### config.mk
export PLATFORM = sky130hd
export DESIGN_NAME = unary_frame_tx
export DESIGN_NICKNAME = d
export VERILOG_FILES = /design/src/rtl/unary_pkg.sv /design/src/rtl/unary_bit_gen.sv /design/src/rtl/unary_frame_tx.sv
export SDC_FILE = /design/constraint.sdc
export NUM_CORES = 1
export LEC_CHECK = 0
export CORE_MARGIN = 2
export CORE_UTILIZATION = 30
export DETAILED_ROUTE_END_ITERATION = 10
export HOLD_SLACK_MARGIN = 0.02
export PLACE_DENSITY = 0.47
export REMOVE_ABC_BUFFERS = 1
export SYNTH_ARGS = -nofsm -noshare
export SYNTH_HDL_FRONTEND = slang
export SYNTH_SLANG_ARGS = --single-unit
### constraint.sdc
create_clock -name clk -period 2.5 [get_ports clk]
set_clock_uncertainty 0.2 [all_clocks]
set_input_delay 0.375 -clock clk [delete_from_list [all_inputs] [get_ports clk]]
set_output_delay 0.375 -clock clk [all_outputs]
set_load 0.05 [all_outputs]
### src/rtl/unary_pkg.sv
// Shared types and constants for the unary frame transmitter.
// Latency: n/a (package only).
// Backpressure: n/a.
package unary_pkg;

  typedef enum logic {
    IDLE = 1'b0,
    EMIT = 1'b1
  } state_t;

  localparam int unsigned FRAME_LEN_DEF = 64;

  // Width needed to hold a count in 0..frame_len inclusive.
  function automatic int unsigned cnt_width(input int unsigned frame_len);
    return $clog2(frame_len + 1);
  endfunction

endpackage

### src/rtl/unary_bit_gen.sv
// Per-beat bit decision for the unary frame serialiser (thermometer or Bresenham).
// Latency: purely combinational.
// Backpressure: none; the caller advances idx/acc only on a transferred beat.
// Build option: UNARY_SPREAD_EN selects Bresenham spreading instead of the thermometer pattern.
module unary_bit_gen #(
  parameter int unsigned CNT_W = 7
`ifdef UNARY_SPREAD_EN
  , parameter int unsigned FRAME_LEN = 64
`endif
) (
`ifdef UNARY_SPREAD_EN
  input  logic [CNT_W-1:0] acc,
  output logic [CNT_W-1:0] acc_nxt,
`else
  input  logic [CNT_W-1:0] idx,
`endif
  input  logic [CNT_W-1:0] cnt_q,
  output logic             beat_bit
);

`ifdef UNARY_SPREAD_EN
  localparam logic [CNT_W:0] LEN_W = (CNT_W+1)'(FRAME_LEN);

  logic [CNT_W:0] sum;

  // Bresenham step: acc stays below FRAME_LEN, so one subtraction re-normalises it.
  always_comb begin
    sum      = {1'b0, acc} + {1'b0, cnt_q};
    beat_bit = (sum >= LEN_W);
    acc_nxt  = beat_bit ? CNT_W'(sum - LEN_W) : sum[CNT_W-1:0];
  end
`else
  // Thermometer: the first cnt_q beats of the frame are ones.
  always_comb begin
    beat_bit = (idx < cnt_q);
  end
`endif

endmodule

### src/rtl/unary_frame_tx.sv
// Serialises a count N (0..FRAME_LEN) into a FRAME_LEN-beat unary frame holding exactly N ones.
// Latency: first beat valid the cycle after the count is accepted; back-to-back frames have no bubble.
// Backpressure: beats hold under bit_ready_i=0; cnt_ready_o is combinational from bit_ready_i on the last beat.
// Build option: UNARY_SPREAD_EN spreads the ones evenly (Bresenham) instead of a thermometer pattern.
module unary_frame_tx
  import unary_pkg::*;
#(
  parameter  int unsigned FRAME_LEN = FRAME_LEN_DEF,
  localparam int unsigned CNT_W     = cnt_width(FRAME_LEN)
) (
  input  logic             clk,
  input  logic             rst_n,
  input  logic             cnt_valid_i,
  output logic             cnt_ready_o,
  input  logic [CNT_W-1:0] cnt_i,
  output logic             bit_valid_o,
  input  logic             bit_ready_i,
  output logic             bit_o,
  output logic             bit_last_o,
  output logic             sat_o,
  output logic             busy_o
);

  localparam logic [CNT_W-1:0] LEN_C    = CNT_W'(FRAME_LEN);
  localparam logic [CNT_W-1:0] LAST_IDX = CNT_W'(FRAME_LEN - 1);

  state_t           state;
  logic [CNT_W-1:0] idx;
  logic [CNT_W-1:0] cnt_q;
  logic             sat_q;
  logic             beat_bit;
  logic             last_beat;
  logic             accept;
  logic [CNT_W-1:0] cnt_clamped;
`ifdef UNARY_SPREAD_EN
  logic [CNT_W-1:0] acc;
  logic [CNT_W-1:0] acc_nxt;
`endif

  unary_bit_gen #(
    .CNT_W    (CNT_W)
`ifdef UNARY_SPREAD_EN
    , .FRAME_LEN(FRAME_LEN)
`endif
  ) u_bit_gen (
`ifdef UNARY_SPREAD_EN
    .acc      (acc),
    .acc_nxt  (acc_nxt),
`else
    .idx      (idx),
`endif
    .cnt_q    (cnt_q),
    .beat_bit (beat_bit)
  );

  // Handshake decode: a new count may be taken while the final beat is leaving.
  always_comb begin
    last_beat   = (state == EMIT) && (idx == LAST_IDX);
    cnt_ready_o = (state == IDLE) || (last_beat && bit_ready_i);
    accept      = cnt_valid_i && cnt_ready_o;
    cnt_clamped = (cnt_i > LEN_C) ? LEN_C : cnt_i;
    bit_valid_o = (state == EMIT);
    busy_o      = (state == EMIT);
    bit_o       = (state == EMIT) && beat_bit;
    bit_last_o  = last_beat;
    sat_o       = sat_q;
  end

  // Frame sequencer: latch counts, step the beat index on every transferred beat.
  always_ff @(posedge clk or negedge rst_n) begin
    if (!rst_n) begin
      state <= IDLE;
      idx   <= '0;
      cnt_q <= '0;
      sat_q <= 1'b0;
`ifdef UNARY_SPREAD_EN
      acc   <= '0;
`endif
    end else begin
      sat_q <= 1'b0;
      if (accept) begin
        state <= EMIT;
        idx   <= '0;
        cnt_q <= cnt_clamped;
        sat_q <= (cnt_i > LEN_C);
`ifdef UNARY_SPREAD_EN
        acc   <= '0;
`endif
      end else if ((state == EMIT) && bit_ready_i) begin
        if (last_beat) begin
          state <= IDLE;
          idx   <= '0;
        end else begin
          idx   <= idx + CNT_W'(1);
`ifdef UNARY_SPREAD_EN
          acc   <= acc_nxt;
`endif
        end
      end
    end
  end

endmodule
======== Word-level counts from Yosys, hierarchy flattened ========
Cells that the tools add are included.
word-level totals
  output and inout port bits .............. 6
  bits of input ports ..................... 11
  bits in registers ....................... 16
cells by class
  reductions and logical operators ........ 9
  equal/unequal tests ..................... 1
  $lt $le $gt $ge ......................... 2
  add/sub/neg operators ................... 1
  bitwise operators ....................... 1
  mux-type cells .......................... 8
operator list
  operator                                              number
  two-way mux 7 bit                                     4
  adder 7 x 1 -> 7 bit, second input constant           1
  == test 7 x 6 -> 1 bit, second input constant         1
  greater-than comparator 7 bit, second input constant  1
  < comparator 7 bit                                    1
  logical AND 1 bit                                     5
  two-way mux 1 bit                                     4
  nonzero test 2 bit                                    2
  AND reduction 2 bit                                   1
  logical OR 1 bit                                      1
  NOT 1 bit                                             1

======== Depth between registers and ports, before layout ========
  depth after elaboration ................. 7
  depth in mapped cells ................... 5
  gate-level depth less buffers ........... 5

======== By module ========
From an unflattened synthesis, not the netlist that was laid out.
second synthesis, totals
  cell total of the unflattened synthesis .. 94
  area total of the unflattened synthesis .. 975.9 um2
by module, submodules not included
  module          sequential area each (um2)  instances  cells an instance  area an instance (um2)
  unary_frame_tx  400.4                       1          71                 823.3
  unary_bit_gen   0.0                         1          23                 152.6

======== Worst setup path after synthesis ========
Ideal clock, no wire load.
  path type ............................... register to output
  start point ............................. register idx[4]
  end point ............................... output port bit_o
  arrival time ............................ 2,337 ps
  path slack .............................. -412 ps
  path buffers ............................ 0
  stages on the path, launching flop included .. 5
  cells stage by stage .................... dfrtp_1 ha_1 a21o_1 a21o_1 a221oi_1
between the ends
  cells in the longest elaborated chain, start to end .. 2
RTL lines
  element                 line                  text
  from (decl)             unary_frame_tx.sv:28  logic [CNT_W-1:0] idx;
  from (signal assigned)  unary_frame_tx.sv:94  idx <= idx + CNT_W'(1);
  < comparator 7 bit      unary_bit_gen.sv:35   beat_bit = (idx < cnt_q);
  logical AND 1 bit       unary_frame_tx.sv:64  bit_o = (state == EMIT) && beat_bit;
  to (decl)               unary_frame_tx.sv:18  output logic bit_o,
Every way passes these cells.

======== Worst setup path in the final report ========
Ends and elaborated chain as after synthesis.

==> run_results.csv <==
group,metric,value,unit
run_status,status,"complete, no violations",
detailed_routing,num_vias,792,
flow_run,max-cap-violations,0,
sta,relSlewSlack,0.671,
setup_path,slowest_delay,0.43,ns
synth,synth.avg_cell_area,10.6,um2
setup_path,cp.required,1.92,ns
global_routing,grtUsageTotal,0.128,
power,ir_drop,0.918,mV
place,portBuffers,16,
clock_network,clock-root-buffer,"clkbuf_4",
detailed_routing,post-route-drc-count,0,
sta,fin_crit,2.42,ns
cells_and_area,fin_cells,166,
floorplanning,ios,17,
synth,async_flop_share,1.00,
place,place_congestion,0.770,
place,dp.cells,161,
clock_network,clock-sinks,16,
cells_and_area,drive_gt1_frac,0.242,
synth,yosysUniqueCellTypes,39,
global_routing,grt_max_degree,17,
clock_network,clock_path_buffers,2,
sta,drv_slew,0,
place,dp_slack,0.179,ns
cells_and_area,diodes,0,
sta,max_freq,413,MHz
setup_path,path_cells,"ha_4, a21o_1, a21o_1, a221oi_2, clkbuf_16",
detailed_routing,firstDrtPassIters,4,
power,leakage,0.602,nW
synth,ys_ff_latch,16,
floorplanning,core_area,3280,um2
clock_network,cts_buffers,3,
sta,setup_viol,0,
detailed_routing,viasPerCell,4.77,
clock_network,h-tree-depth,1,
synth,synth_area_leader_cell,"dfrtp_1",
synth,ys_seq_area_frac,0.398,
floorplanning,die_w,61.9,um
setup_path,worstPathArrival,1.84,ns
synth,synthFlopType,"dfrtp_1",
detailed_routing,drt-initial-drc-count,25,
setup_path,path_buf_inv,1,
setup_path,endpoint_kind,"output port",
cells_and_area,final_util,0.413,
setup_path,critPathTopFamily,"compound AO/OA/AOI/OAI gates",
power,powerDensity,957,nW/um2
clock_network,clk_pin_slew,0.09,ns
sta,fin_ws,0.0800,ns
sta,tns,0,ns
global_routing,grt_antenna_before_repair,0,
sta,period_share,0.968,
detailed_routing,wl_per_cell,12.9,um
setup_path,worst-path-max-fanout,2,
clock_network,hold_buffers,0,
floorplanning,dieArea,3830,um2
global_routing,grt_pass1_wl,3.53,mm
detailed_routing,drt_wl_total,2.14,mm
setup_path,cp_slowest_cell,"dfrtp_2",
synth,synth_edf_count,0,
synth,ys_warn_count,0,
floorplanning,fp-row-count,21,
setup_path,path_class,"reg2out",
sta,hold_viol,0,
place,dp_hpwl,1.64,mm
cells_and_area,synthToLayoutAreaGrowth,34.7,%
synth,ys_top_cells_by_count,"16 x dfrtp_1, 8 x inv_1, 7 x ha_1, 7 x nand2b_1, 6 x nand2_1",
cells_and_area,nNetsFinal,140,
detailed_routing,ant_nets,0,
synth,yosysTopAreaCellShare,0.398,
sta,worst_pin_slew,0.492,ns
global_routing,grt_overflow_total,0,
setup_path,critical_path.most_common_cell,"a21o_1",
setup_path,crit_path_start_kind,"register",
synth,netlist_top_cells_area,"dfrtp_1 40%, ha_1 8.7%, mux2i_1 5.0%, nand2b_1 4.4%, inv_1 3.0%",
global_routing,grt_pass1_vias,755,
sta,rsz0062_at_grt,"false",
synth,synth_most_common_cell,"dfrtp_1",
synth,netlist_instances,95,
floorplanning,die_h,61.9,um
min_path,hold_path.class,"in2async",
synth,syn_area,1010,um2
clock_network,cts_tree,"yes",
floorplanning,initial_core_util,0.306,
clock_network,worstSkewPairLatency,0.29,ns
-- timing repair --
item	4_1_cts	5_1_grt
cloned	0	0
endpoints found under the setup margin	1	2
gates resized for setup	2	4
pin swaps	1	1
setup buffers	1	1
-- routing by layer --
layer  share of wire  global-route usage  vias to the layer above  routed length, um
met1            0.48               0.184                      387               1030
met2            0.49               0.185                        7               1050
li1                -                   -                      396                  -
met5               0                   0                        -                  0
met3           0.024              0.0435                        2                 51
met4          0.0065              0.0274                        0                 14
-- path summary, 6_finish.rpt --
check / from / to / slack, ns / cells past startpoint
hold / removal: rst_n / idx[1]$_DFFE_PN0P_ / 0.20 / 2
hold reg to reg: cnt_q[6]$_DFFE_PN0N_ / cnt_q[6]$_DFFE_PN0N_ / 0.32 / 1
setup reg to reg: idx[1]$_DFFE_PN0P_ / cnt_q[6]$_DFFE_PN0N_ / 0.48 / 6
max in group asynchronous: rst_n / idx[4]$_DFFE_PN0P_ / 1.69 / 2
min in group clk: cnt_q[6]$_DFFE_PN0N_ / cnt_q[6]$_DFFE_PN0N_ / 0.32 / 1
setup / recovery: idx[4]$_DFFE_PN0P_ / bit_o / 0.08 / 5
-- cells in the final DEF, fill, tap and decap left out, types with 2 or more instances in the layout --
cell type         n
clkbuf_4          3
mux2i_1           5
nand2_1           6
inv_2             2
ha_1              6
o21ai_0           5
nand3_1           3
clkdlybuf4s50_1  13
a21o_1            2
nand2b_1          7
nor2_1            4
buf_12            2
buf_4             8
dfrtp_1          15
mux2_4            2
inv_1             7
and2b_1           2
-- final cells by class --
class,instances,area (um2)
Inverter,9,33.8
Sequential cell,16,402
Multi-Input combinational cell,68,584
Clock buffer,3,22.5
Tap cell,46,57.6
Timing Repair Buffer,24,255
Fill cell,323,1930
-- stage by stage --
step / total power [mW] / instance area, um2 / hold slack, ns
2_1_floorplan: 0.849 / 995 / -0.121
3_3_place_gp: 1.09 / 1290 / 0.301
5_1_grt: 1.41 / 1360 / 0.208
3_5_place_dp: 1.10 / 1290 / 0.303
6_report: 1.30 / 1360 / 0.198
4_1_cts: 1.27 / 1330 / 0.203
-- where the power goes --
| part | total, mW | leakage, nW | switching (mW) | internal (mW) |
|---|---|---|---|---|
| logic | 0.741 | 0.399 | 0.374 | 0.367 |
| clock network | 0.136 | 0.0138 | 0.0801 | 0.0560 |
| registers | 0.420 | 0.189 | 0.0624 | 0.357 |
| total | 1.30 | 0.602 | 0.517 | 0.780 |
-- state kept, by name, summed over array words and instances, names as in the netlist --
name	count
cnt_q	7
idx	7
bit_valid_o	1
sat_o	1
-- cells by family (layout without fill, tap and decap cells) --
group,after synthesis,count (layout),synth area share
and+or+nand+nor,31,31,0.193
AOI/OAI and AO/OA,21,21,0.178
DFF,16,16,0.398
buffers and inverters,11,36,0.0448
muxes,8,8,0.0908
adders and majority gates,7,7,0.0871
xor gates and xnor gates,1,1,0.00871
No activity file was read; power rests on OpenSTA's default activity.
==> patch 1: new RTL, same flow settings <==
Set the package constant `FRAME_LEN_DEF` to 128 (it was 64).
--- a/src/rtl/unary_pkg.sv
+++ b/src/rtl/unary_pkg.sv
@@ -8,7 +8,7 @@
     EMIT = 1'b1
   } state_t;
 
-  localparam int unsigned FRAME_LEN_DEF = 64;
+  localparam int unsigned FRAME_LEN_DEF = 128;
 
   // Width needed to hold a count in 0..frame_len inclusive.
   function automatic int unsigned cnt_width(input int unsigned frame_len);
Ports: changed (resized cnt_i); port bits go from 17 to 18. No check against the original RTL was run, so the function may have changed too.
==> patch 1 against the unedited design <==
Setup slack improved by 0.015 ns. Sequential cell count rose by 2. Total power fell by 19%. Final cell count fell by 0.60%. Combinational power fell by 40%. Area after synthesis rose by 1.5%. Final area did not move. Synthesized cell count rose by 1.1%. Wire length rose by 4.3%. Highest routed layer unchanged.
==> patch 1: results (changes against the unedited design) <==
status: "complete, no violations"
met3_length_um: 50  # -2.0%
synthAdderAreaFrac_pct: 9.804  # +1.1 points
synth_compound_area_share_pct: 15.56  # -2.2 points
synth-xor-area-share_pct: 4.289  # +3.4 points
syn_avg_cell_area_um2: 10.64  # +0.44%
regArea_um2: 454.2  # +13%
synth.ff_latch_count: 18  # +2
synthTopCellsByCount: "dfrtp_1 (18), inv_1 (9), ha_1 (8), nand2_1 (8), a22o_1 (7)"
areaGrowthSynthToFinish_pct: 32.72
synthMuxAreaShare_pct: 4.167  # -4.9 points
wl_met1_mm: 1.066  # +3.9%
grt_max_degree: 19  # +2
die_x_um: 62.34  # +0.69%
wl_met2_mm: 1.048  # +0.19%
top_regs: "cnt_q (8), idx (8)"
signal_buffers: 21  # -13%
first_iter_violations: 19  # -24%
multi_input_cells: 67  # -1.5%
dp_worst_setup_slack_ns: 0.1950  # +0.01616 ns
drive_above_1_share_pct: 18.49  # -5.7 points
grtUsageTotal_pct: 12.94  # +0.19 points
dpl.hpwl_mm: 1.733  # +5.7%
clkLatencyLatePin_ns: 0.31  # +0.02 ns
ir_worst_vdd_mv: 0.3003  # -67%
dpl.cell_count: 159  # -1.2%
total_leakage_power_nw: 0.5917  # -1.7%
ys_types: 32  # -18%
nClkBuffers: 4  # +1
yosys-top-cells-area: "dfrtp_1 (44%), ha_1 (9.8%), a22o_1 (6.0%)"
port_buffers: 17  # +1
grt_pass1_wl_mm: 3.781  # +7.0%
buf_share_pct: 16.99  # -1.8 points
gp_congestion: 0.7915  # +2.8%
clkTransAtPathRegs_ns: 0.12  # +0.03 ns
place_area_um2: 1281  # -0.49%
vias: 793  # +0.13%
wl_per_cell_um: 13.52  # +5.0%
final-clk-cell-share_pct: 2.678  # +1.0 points
==> patch 1: cell count changes after synthesis, sizes merged, moves of 3 or more <==
cell	delta
a21oi	+5
nand2b	-8
nand2	+3
a22o	+6
mux2i	-3
xor2	+3
o21ai	-3
==> patch 1: cells by family (layout without fill, tap and decap cells) <==
| logic type | Yosys count | count (layout) |
|---|---|---|
| adder cells (fa/ha/maj) | 8 | 8 |
| flip-flops | 18 | 18 |
| AO/OA/AOI/OAI | 20 | 20 |
| buffers and inverters | 11 | 34 |
| AND/OR/NAND/NOR | 30 | 30 |
| multiplexers | 4 | 4 |
| XOR/XNOR | 5 | 5 |
==> patch 1: path summary, 6_finish.rpt <==
check	from	end	slack, ns	cells after the start
worst max-delay path	idx[2]$_DFFE_PN0P_	bit_o	0.1	6
worst min-delay path	rst_n	idx[7]$_DFFE_PN0P_	0.17	2
worst max register to register	idx[0]$_DFFE_PN0P_	cnt_q[4]$_DFFE_PN0N_	0.36	5
worst min register to register	cnt_q[6]$_DFFE_PN0N_	cnt_q[6]$_DFFE_PN0N_	0.32	1
max in group asynchronous	rst_n	cnt_q[3]$_DFFE_PN0N_	1.72	2
min in group clk	cnt_q[6]$_DFFE_PN0N_	cnt_q[6]$_DFFE_PN0N_	0.32	1
==> patch 1: where the power goes <==
group,internal [mW],switching (mW),total [mW]
Sequential,0.353,0.0702,0.423
Clock,0.0891,0.102,0.191
Combinational,0.219,0.223,0.442
==> patch 1: routing by layer <==
metal  vias to the layer above  GRT usage, %
met2                        12         19.84
met4                         0         8.889
li1                        390             -
met3                         5         1.630
met5                         -             0
met1                       386         17.05
==> patch 1: repair_timing <==
item | 4_1_cts | 5_1_grt
pin swaps | 1 | 2
setup buffers | 2 | 0
setup endpoints to repair | 1 | 1
gates resized for setup | 4 | 3
cloned | 0 | 0
==> patch 2: new RTL, same settings <==
Without the edit above. Register the output `cnt_ready_o`, cleared by the reset; this adds one clock of latency there. The other outputs are not delayed to match. Comments in the files are not updated.
--- a/src/rtl/unary_frame_tx.sv
+++ b/src/rtl/unary_frame_tx.sv
@@ -23,6 +23,8 @@
 
   localparam logic [CNT_W-1:0] LEN_C    = CNT_W'(FRAME_LEN);
   localparam logic [CNT_W-1:0] LAST_IDX = CNT_W'(FRAME_LEN - 1);
+
+  logic cnt_ready_d;
 
   state_t           state;
   logic [CNT_W-1:0] idx;
@@ -56,8 +58,8 @@
   // Handshake decode: a new count may be taken while the final beat is leaving.
   always_comb begin
     last_beat   = (state == EMIT) && (idx == LAST_IDX);
-    cnt_ready_o = (state == IDLE) || (last_beat && bit_ready_i);
-    accept      = cnt_valid_i && cnt_ready_o;
+    cnt_ready_d = (state == IDLE) || (last_beat && bit_ready_i);
+    accept      = cnt_valid_i && cnt_ready_d;
     cnt_clamped = (cnt_i > LEN_C) ? LEN_C : cnt_i;
     bit_valid_o = (state == EMIT);
     busy_o      = (state == EMIT);
@@ -100,4 +102,12 @@
     end
   end
 
+  always_ff @(posedge clk or negedge rst_n) begin
+    if (!rst_n) begin
+      cnt_ready_o <= '0;
+    end else begin
+      cnt_ready_o <= cnt_ready_d;
+    end
+  end
+
 endmodule
Formal check against the unedited RTL: not equivalent (Yosys sat finds a counterexample within 4 cycles, from zero or initial values and one cycle with rst_n low).
==> patch 2 against the unedited design <==
Critical path type unchanged. Sequential cell count up 1. Hold slack lost 0.011 ns. Final area increased by 2.6%. Wire length is 2.2% higher. Setup slack improved by 0.0074 ns. Total power is 4.1% higher. Area after synthesis up 2.5%. Largest power group unchanged. Count of clock-buffer cells in the layout unchanged.
==> patch 2: results (changes against the unedited design) <==
signal_buffers: 25  # +4.2%
yosys-top-cells-area: "dfrtp_1 (41%), ha_1 (8.5%), mux2i_1 (4.9%)"
worstPathArrival_ns: 1.84  # about the same
highest_layer: "met4"
multi_input_area_share_pct: 42.57  # -0.55 points
synthAdderAreaFrac_pct: 8.495  # -0.21 points
wl_met2_mm: 1.026  # -1.9%
status: "complete, no violations"
first_pass_iters: 4  # unchanged
grtUsageTotal_pct: 12.35  # -0.41 points
dpl.hpwl_mm: 1.707  # +4.2%
synthTopCellsByCount: "dfrtp_1 (17), inv_1 (8), ha_1 (7), nand2b_1 (7), nand2_1 (6)"
clock-root-buffer: "clkbuf_4"
seq_area_frac_synth_pct: 41.26  # +1.5 points
fillCellCount: 344  # +6.5%
synth-xor-area-share_pct: 0.8495  # -0.021 points
place_area_um2: 1310  # +1.7%
grt_max_degree: 18  # +1
ys_types: 39  # unchanged
wl_per_cell_um: 12.93  # +0.38%
inv_count: 9  # unchanged
drive_above_1_share_pct: 25.20  # +1.0 points
use_met1_pct: 17.42  # -0.96 points
vias: 780  # -1.5%
buf_share_pct: 18.18  # -0.65 points
use_met2_pct: 18.28  # -0.22 points
gp_congestion: 0.7428  # -3.5%
regArea_um2: 426.7  # +6.2%
slowest_delay_ns: 0.44
top_regs: "cnt_q (7), idx (7)"
wl_met1_mm: 1.094  # +6.6%
yosys_most_used_dff: "dfrtp_1"
port_buffers: 16  # unchanged
synth.ff_latch_count: 17  # +1
clkTransAtPathRegs_ns: 0.11  # +0.02 ns
first_iter_violations: 14  # -44%
tap_cells: 46  # unchanged
final-clk-cell-share_pct: 1.980  # +0.32 points
final_net_count: 142  # +1.4%
async_reset_ff_share_pct: 100.0  # unchanged
grtUsageMet3_pct: 2.703  # -1.6 points
grt_pass1_wl_mm: 3.753  # +6.3%
synthMuxAreaShare_pct: 8.859  # -0.22 points
synth_warnings: 0  # unchanged
antenna_found_initial: 0  # unchanged
num_antenna_cells: 0  # unchanged
synth_compound_area_share_pct: 17.35  # -0.43 points
cts_buffer_depth: 2  # unchanged
crit_path_top_delay_cell: "dfrtp_2"
ir_worst_vdd_mv: 0.8960  # -2.4%
cts_max_level: 1  # unchanged
clkLatencyLatePin_ns: 0.30
slew_headroom_pct: 67.34  # +0.26 points
nClkBuffers: 3  # unchanged
met3_length_um: 33  # -35%
multi_input_cells: 68  # unchanged
hold_class: "in2async"
total_leakage_power_nw: 0.6160  # +2.3%
[patch 2: repair_timing]
action,CTS,global route
endpoints found under the setup margin,1,1
gates resized for setup,2,5
buffers inserted,1,1
pin swaps,1,4
gates cloned,0,0
[patch 2: stage by stage]
stage | setup TNS (ns) | worst slack (ns) | instances | util, % | hold WS [ns]
after floorplan | -0.4674 | -0.4674 | 94 | - | -0.1206
after global placement | 0 | 0.1997 | 163 | 39.57 | 0.3080
after detailed placement | 0 | 0.1639 | 163 | 39.57 | 0.2993
after CTS | 0 | 0.03945 | 168 | 40.85 | 0.1886
after global routing | 0 | 0.007504 | 169 | 41.99 | 0.1974
final | 0 | 0.08745 | 169 | 41.99 | 0.1870
[patch 2: worst paths after layout]
path / to / slack (ns) / cells after the start / from
worst min-delay path: idx[3]$_DFFE_PN0P_ / 0.19 / 2 / rst_n
max in group asynchronous: idx[4]$_DFFE_PN0P_ / 1.69 / 2 / rst_n
worst max register to register: cnt_q[6]$_DFFE_PN0N_ / 0.44 / 6 / idx[1]$_DFFE_PN0P_
worst min register to register: cnt_q[6]$_DFFE_PN0N_ / 0.32 / 1 / cnt_q[6]$_DFFE_PN0N_
worst max-delay path: bit_o / 0.09 / 5 / idx[4]$_DFFE_PN0P_
min in group clk: cnt_q[6]$_DFFE_PN0N_ / 0.32 / 1 / cnt_q[6]$_DFFE_PN0N_
[patch 2: power by group]
part | switching, mW | total [mW] | internal (mW)
logic | 0.388 | 0.766 | 0.378
clock network | 0.0919 | 0.152 | 0.0596
registers | 0.0574 | 0.432 | 0.375
total | 0.538 | 1.35 | 0.812
[patch 2: worst max-delay path, delay by kind of cell, from the launching register on]
family	cells	cell delay (ns)
compound gates	3	0.65
flops	1	0.44
fa+ha+maj	1	0.24
buf+inv	1	0.22
